### src/rtl/spec_commit_buffer.sv
// In-order commit buffer for speculatively tagged data words.
// Only entries resolved as commit-ok can ever reach out_data.
module spec_commit_buffer #(
    parameter int DEPTH  = 4,
    parameter int DATA_W = 8,
    parameter int TAG_W  = 4
) (
    input  logic                         clk,
    input  logic                         rst,
    input  logic                         in_valid,
    output logic                         in_ready,
    input  logic [DATA_W-1:0]            in_data,
    input  logic [TAG_W-1:0]             in_tag,
    input  logic                         res_valid,
    input  logic [TAG_W-1:0]             res_tag,
    input  logic                         res_misspec,
    output logic                         out_valid,
    input  logic                         out_ready,
    output logic [DATA_W-1:0]            out_data,
    output logic [$clog2(DEPTH+1)-1:0]   count,
    output logic                         squash_pulse
);

    localparam int PW = $clog2(DEPTH);
    localparam int CW = $clog2(DEPTH+1);
    localparam logic [CW-1:0] DEPTH_C = CW'(DEPTH);

    typedef enum logic [1:0] {
        E_EMPTY = 2'd0,
        E_PEND  = 2'd1,
        E_OK    = 2'd2,
        E_SQ    = 2'd3
    } ent_st_t;

    ent_st_t           r_st     [DEPTH];
    ent_st_t           w_st_nxt [DEPTH];
    logic [DATA_W-1:0] r_data   [DEPTH];
    logic [TAG_W-1:0]  r_tag    [DEPTH];
    logic [PW-1:0]     r_head;
    logic [PW-1:0]     r_tail;
    logic [CW-1:0]     r_count;
    logic              r_squash;

    ent_st_t           w_head_st;
    logic              w_enq;
    logic              w_deq;
    logic              w_bypass;
    logic              w_any_sq;

    // Head decode: outputs depend only on registered head state, never on res_*
    always_comb begin
        w_head_st = r_st[r_head];
        out_valid = (w_head_st == E_OK);
        out_data  = out_valid ? r_data[r_head] : '0;
        w_deq     = ((w_head_st == E_OK) && out_ready)
                  || (w_head_st == E_SQ);
        in_ready  = (r_count < DEPTH_C);
        w_enq     = in_valid && in_ready;
    end

    // Per-entry next state: resolve pending entries, retire head, fill tail
    always_comb begin
        w_any_sq = 1'b0;
        w_bypass = res_valid && (in_tag == res_tag);
        for (int i = 0; i < DEPTH; i++) begin
            w_st_nxt[i] = r_st[i];
            if ((r_st[i] == E_PEND) && res_valid
                && (r_tag[i] == res_tag)) begin
                w_st_nxt[i] = res_misspec ? E_SQ : E_OK;
                if (res_misspec)
                    w_any_sq = 1'b1;
            end
            if (w_deq && (PW'(i) == r_head))
                w_st_nxt[i] = E_EMPTY;
            if (w_enq && (PW'(i) == r_tail)) begin
                if (w_bypass) begin
                    w_st_nxt[i] = res_misspec ? E_SQ : E_OK;
                    if (res_misspec)
                        w_any_sq = 1'b1;
                end else begin
                    w_st_nxt[i] = E_PEND;
                end
            end
        end
    end

    // Entry state, payload, pointers and occupancy registers
    always_ff @(posedge clk or posedge rst) begin
        if (rst) begin
            for (int i = 0; i < DEPTH; i++) begin
                r_st[i]   <= E_EMPTY;
                r_data[i] <= '0;
                r_tag[i]  <= '0;
            end
            r_head   <= '0;
            r_tail   <= '0;
            r_count  <= '0;
            r_squash <= 1'b0;
        end else begin
            for (int i = 0; i < DEPTH; i++)
                r_st[i] <= w_st_nxt[i];
            if (w_enq) begin
                r_data[r_tail] <= in_data;
                r_tag[r_tail]  <= in_tag;
                r_tail         <= r_tail + 1'b1;
            end
            if (w_deq)
                r_head <= r_head + 1'b1;
            r_count  <= r_count + CW'(w_enq) - CW'(w_deq);
            r_squash <= w_any_sq;
        end
    end

    assign count        = r_count;
    assign squash_pulse = r_squash;

endmodule

### config.mk
export PLATFORM = sky130hd
export DESIGN_NAME = spec_commit_buffer
export DESIGN_NICKNAME = d
export VERILOG_FILES = /design/src/rtl/spec_commit_buffer.sv
export SDC_FILE = /design/constraint.sdc
export NUM_CORES = 1
export LEC_CHECK = 0
export CAP_MARGIN = 20
export CORE_MARGIN = 1
export CORE_UTILIZATION = 34
export DETAILED_ROUTE_END_ITERATION = 12
export GPL_TIMING_DRIVEN = 0
export PLACE_DENSITY_LB_ADDON = 0.2
export SLEW_MARGIN = 25
export SYNTH_ARGS = -nofsm -noshare
export SYNTH_HDL_FRONTEND = slang
export SYNTH_SLANG_ARGS = --single-unit
### constraint.sdc
create_clock -name clk -period 3.5 [get_ports clk]
set_input_delay 0.525 -clock clk [delete_from_list [all_inputs] [get_ports clk]]
set_output_delay 0.525 -clock clk [all_outputs]
set_load 0.1 [all_outputs]
======== Word-level counts from Yosys, hierarchy flattened ========
Cells that the tools add are included.
cells by class
  add/sub/neg operators ................... 4
  order comparisons ....................... 4
  equality and inequality tests ........... 17
  muxes and demuxes ....................... 47
  bitwise operators ....................... 2
  reductions and logical operators ........ 27
operator list
  kind                                                        number
  bitwise mux 32 bit                                          1
  2-to-1 mux 8 bit                                            4
  2-to-1 mux 2 bit                                            15
  2-to-1 mux 1 bit                                            21
  == test 4 bit                                               5
  logical AND 1 bit                                           20
  binary-select mux 8 bit (select 2 bit)                      1
  bitwise mux 16 bit                                          1
  demux 8 bit (select 2 bit)                                  1
  nonzero test 3 bit                                          4
  demux 4 bit (select 2 bit)                                  1
  == test 2 x 1 -> 1 bit, second input constant               4
  == test 2 bit, first input constant                         4
  >= comparator 3 bit, second input constant                  2
  NOT 2 -> 3 bit                                              2
  adder 2 x 1 -> 2 bit, second input constant                 2
  binary-select mux 2 bit (select 2 bit)                      1
  == test 1 x 2 -> 1 bit, first input constant                2
  == test 2 bit, second input constant                        2
  zero test 2 bit                                             2
  2-to-1 mux 4 bit                                            1
  adder 3 x 1 -> 3 bit                                        1
  less-than comparator 3 x 1 -> 1 bit, second input constant  1
  less-than comparator 3 bit, second input constant           1
  other kinds (2)                                             2
storage, ports and cells
  bits in registers ....................... 64
  input bits .............................. 22
  output and inout bits ................... 14
  logic and storage cells ................. 117

======== Depth between registers and ports, before layout ========
  depth in word-level cells ............... 22
  gate-level depth with buffers ........... 11
  gate-level depth less buffers ........... 9

======== Least setup slack after synthesis ========
No wires, ideal clock.
  kind .................................... register to register
  start point ............................. reg r_count[2], in the netlist count[2]
  end point ............................... reg r_count[2], in the netlist count[2]
  library setup time ...................... 0.159 ns
  arrival ................................. 2.495 ns
  data required time ...................... 3.341 ns
  slack ................................... 0.846 ns
  cell stages (with the launch flop) ...... 12
  buffers on the path ..................... 2
  clock period less this slack ............ 2.654 ns
  path through ............................ dfrtp_1 nor2b_1 clkbuf_1 buf_4 inv_1 ha_1 inv_1 ha_1 inv_1 fa_1 xnor2_1 xnor2_1
between the ends
  word-level cells in the longest chain between the ends .. 4
RTL lines
  element                        line  source
  from (decl)                    41    logic [CW-1:0] r_count;
  from (signal assigned)         109   r_count <= r_count + CW'(w_enq) - CW'(w_deq);
  less-than comparator 3 bit     57    in_ready = (r_count < DEPTH_C);
  logical AND 1 bit              58    w_enq = in_valid && in_ready;
  adder 3 x 1 -> 3 bit (*)       109
  subtractor 3 x 1 -> 3 bit (*)  109
Every way passes the cells marked *; elsewhere a longest branch is shown, timed or not.
A chain may end at the register's enable or synchronous reset.

======== Worst setup path after layout ========
  start point ............................. reg r_head[0]
  end point ............................... out out_data[3]
between the ends
  word-level cells in the longest chain between the ends .. 6
  elaborated cells on any way between the ends .. 9
  those cells by class .................... eq/ne (1); mux (7); bitwise (1)
RTL lines
  element                                               line    source
  from (decl)                                           39      logic [PW-1:0] r_head;
  from (signal assigned)                                108     r_head <= r_head + 1'b1;
  NOT 2 -> 3 bit (implied by the code) (*)              52, 54
  binary-select mux 2 bit (select 2 bit)                52      w_head_st = r_st[r_head];
  2-to-1 mux 2 bit (implied by the code) (2 in series)  52
  == test 2 bit                                         53      out_valid = (w_head_st == E_OK);
  2-to-1 mux 8 bit (*)                                  54      out_data = out_valid ? r_data[r_head] : '0;
  to (decl)                                             19      output logic [DATA_W-1:0] out_data,
Every way passes the cells marked *; elsewhere a longest branch is shown, timed or not. The select of a mux whose other input is x is not followed.

==> results.md <==
- Most numerous cell in the Yosys netlist: dfrtp_1
- Routed len/inst: 16.7 um
- Final instance count without filler cells: between 400 and 500
- Startpoint type of the worst setup path: flop
- Gate family responsible for the most delay along the worst path: buffers and inverters
- Number of max-cap violations: 0
- Worst-case setup slack after placement: -0.137 ns
- Global-route wire length before repair: 12.1 mm
- Vert. Die Dim: 100 um
- Cells traversed along the worst timing path: buf_6, mux2_4, mux2i_2, and3_2, clkdlybuf4s15_2
- Class of the worst hold path: flop to flop
- Worst setup path end: out_data[3]
- Total I/O pin count: 36
- Reported leakage power: 1.76 nW
- WP data arrival: between 2 and 3 ns
- Pin count of the biggest net entering global routing: 36
- DRC violations left: 0
- DR iter-0 viols: 64
- Largest fanout on the critical path: 10
- Final setup skew: 0.00876 ns
- Number of buffers on the longest clock path: 2
- Quantity of I/O buffers inserted on ports: 31
- Detailed placement HPWL: 4.91 mm
- Number of buffers and inverters on the critical path: 2
- Start point of the critical path: r_head[0]
- Clock sink count: 64
- Post-route cell area: slightly above 4000 um^2
- Post-synth top cells: dfrtp_1 (64), mux2_2 (45), xnor2_1 (20), nand2_1 (18), inv_1 (14)
- Combined global-route utilization of all metal layers: 16.1%
- Die footprint: 10,100 um^2
- Setup slack, reg-to-reg: 0.79 ns
- Core Box Area: 9280 um^2
- Cts bufs inserted: 9
- Cells after Synth: 257
- CTS clk-pin slew, worst paths: roughly 0.08 ns
- Relative slew slack: a little over a third
- Synthesized area per cell: roughly 13 um^2
- Clock period minus worst slack: 3.20 ns
- Number of synthesized register bits: 64
- Endpoint required time on the critical path: 2.97 ns
- Via count of the routed design: between 2,000 and 2,500
- Total wire length: approximately 7.2 mm
- Kind of capture point of the worst setup path: primary output
- Predominant post-synthesis flop cell: dfrtp_1
- Area contributors post-synth: dfrtp_1 (49%), mux2_2 (15%), mux4_2 (6.2%)
- DR vias/cell: 4.89
- Post-CTS setup repair buffer count: 0
- Critical register-to-register path endpoint: count[2]
- Area share of the largest cell type after synthesis: 48.7%
- R2R depth: 10
- Post-synth cell types: 33
- Result of the run: completed
- Die extent in x: roughly 100 um
- Number of failing setup endpoints in the final timing report: 0
- Number of synthesized flops with an enable pin: 0
- Global placer's final weighted congestion: 0.743
- Final Hold Fails: 0
- Post-placement cell count: around 420
- Area of placed instances: about 3800 um^2
- Clock root buffer: clkbuf_8
- Critical path class: flop to primary output
- Netlist area before placement: 3290 um^2
- Std-Cell Rows: 35
- Max-slew violation total from the final report: 0
- Largest area contributor in the netlist: dfrtp_1
- Htree depth: 3
- Share of synthesized area occupied by flip-flops and latches: between 40% and 50%
- Initial core utilization: 35.4%
- Final critical-path setup slack: 0.298 ns
- Worst R2R Start: r_head[0]
- Peak supply drop: around 0.48 mV
- Cell area power density: 972 nW/um^2
- RSZ-0062 raised after global routing: false
- Quantity of hold-fixing buffers added after cts: 0
- Antenna violations before repair: 0
- Fraction of final layout cells with drive strength greater than 1: 34.8%
- Net Count, Synth: between 200 and 300
- Clock tree from TritonCTS: done
- Number of antenna-violating nets in the routed design: 0
- Clk_lat worst skew: about 0.34 ns
- Global-route congestion overflow total: 0
- Largest stage delay on the critical path: about 0.55 ns
- Vias in the first global route: 2,320
- Initial DRT Pass Iterations: 4
- Diodes inserted: 0
- Layout overhead on the synthesized area: 22.9%
- Ys async rst share: 100%
- Synth warn: 0
- Actual transition at the worst max-transition pin: 0.961 ns
- Final cycle utilization of the critical path: 91.5%
- Number of nets in the finished design: 333
- Crit-path slowest cell: clkdlybuf4s15_2
- Logic depth of the worst path, buffers included: 5
- Maximum operating frequency: 0.312 GHz
-- state kept, by name (all words and copies together) (netlist names) --
signal and flops:
r_st 8, r_tail 2, count 3, r_head 2
r_data 32, squash_pulse 1, r_tag 16
-- metal layers --
metal | share of wire (%) | wire length [um] | GRT usage (%)
met1 | 47 | 3380 | 20.7
met2 | 48 | 3510 | 26.3
met3 | 3.9 | 279 | 5.08
met4 | 0.90 | 65 | 4.01
met5 | 0 | 0 | 0
-- worst min path at each step --
stage / from / slack, ns / cells after the start / endpoint
3_3_place_gp: r_data[15] / 0.48 / 1 / r_data[15]
4_1_cts: r_tag[7] / 0.51 / 2 / r_tag[7]
2_1_floorplan: r_tag[11] / 0.47 / 2 / r_tag[11]
5_1_grt: r_data[15] / 0.52 / 1 / r_data[15]
6_report: r_data[13] / 0.50 / 1 / r_data[13]
3_5_place_dp: r_data[15] / 0.49 / 1 / r_data[15]
-- stage by stage --
step | utilization, % | power [mW] | hold WS, ns | TNS (ns)
final | 43.5 | 3.93 | 0.504 | 0
after global routing | 43.5 | 4.19 | 0.517 | 0
after CTS | 43.5 | 3.96 | 0.508 | 0
after detailed placement | 40.7 | 3.17 | 0.492 | -0.848
after global placement | 40.5 | 3.13 | 0.482 | -1.04
after floorplan | - | 2.74 | 0.470 | 0
-- cell families after synthesis --
kind of cell | Yosys count | share of synthesized area [%]
fa+ha+maj | 11 | 4.42
xor+xnor | 21 | 5.60
flops | 64 | 48.7
compound gates | 19 | 4.57
mux | 60 | 23.6
buf+inv | 27 | 3.96
simple gates | 55 | 9.14
-- layout by cell type (no fill, tap or decap), types with 2 or more instances in the layout --
| cell type | instances |
|---|---|
| nand2_1 | 18 |
| clkdlybuf4s50_1 | 22 |
| o21ai_0 | 7 |
| clkinv_4 | 2 |
| a2bb2oi_1 | 4 |
| ha_1 | 10 |
| o211ai_1 | 4 |
| nor3_1 | 4 |
| nand2_2 | 5 |
| clkbuf_1 | 2 |
| clkbuf_8 | 9 |
| clkdlybuf4s15_2 | 9 |
| dfrtp_1 | 64 |
| and3_2 | 3 |
| and3_1 | 5 |
| buf_2 | 8 |
| nand2b_1 | 2 |
| inv_1 | 13 |
| bufinv_16 | 3 |
| mux2i_1 | 4 |
| mux2_2 | 45 |
| nand3_1 | 13 |
| xnor2_1 | 20 |
| mux4_2 | 9 |
| buf_6 | 2 |
-- layout make-up --
| cell class | count | area, um^2 |
|---|---|---|
| buffer | 13 | 77.6 |
| clock buffer | 9 | 124 |
| clock inverter | 7 | 120 |
| fill | 907 | 5250 |
| inverter | 14 | 55.1 |
| multi-input combinational | 166 | 1560 |
| sequential | 64 | 1600 |
| tap | 129 | 161 |
| timing repair buffer | 32 | 342 |
-- power breakdown --
| part | switching (mW) | total, mW | internal [mW] |
|---|---|---|---|
| clock network | 0.307 | 0.781 | 0.474 |
| registers | 0.229 | 1.34 | 1.11 |
| logic | 0.993 | 1.81 | 0.816 |
| total | 1.53 | 3.93 | 2.40 |
-- repair_timing --
action	4_1_cts	5_1_grt
endpoints found under the hold margin	0	0
setup endpoints to repair	9	9
gates resized for setup	27	1
No activity file was read; power rests on OpenSTA's default activity.
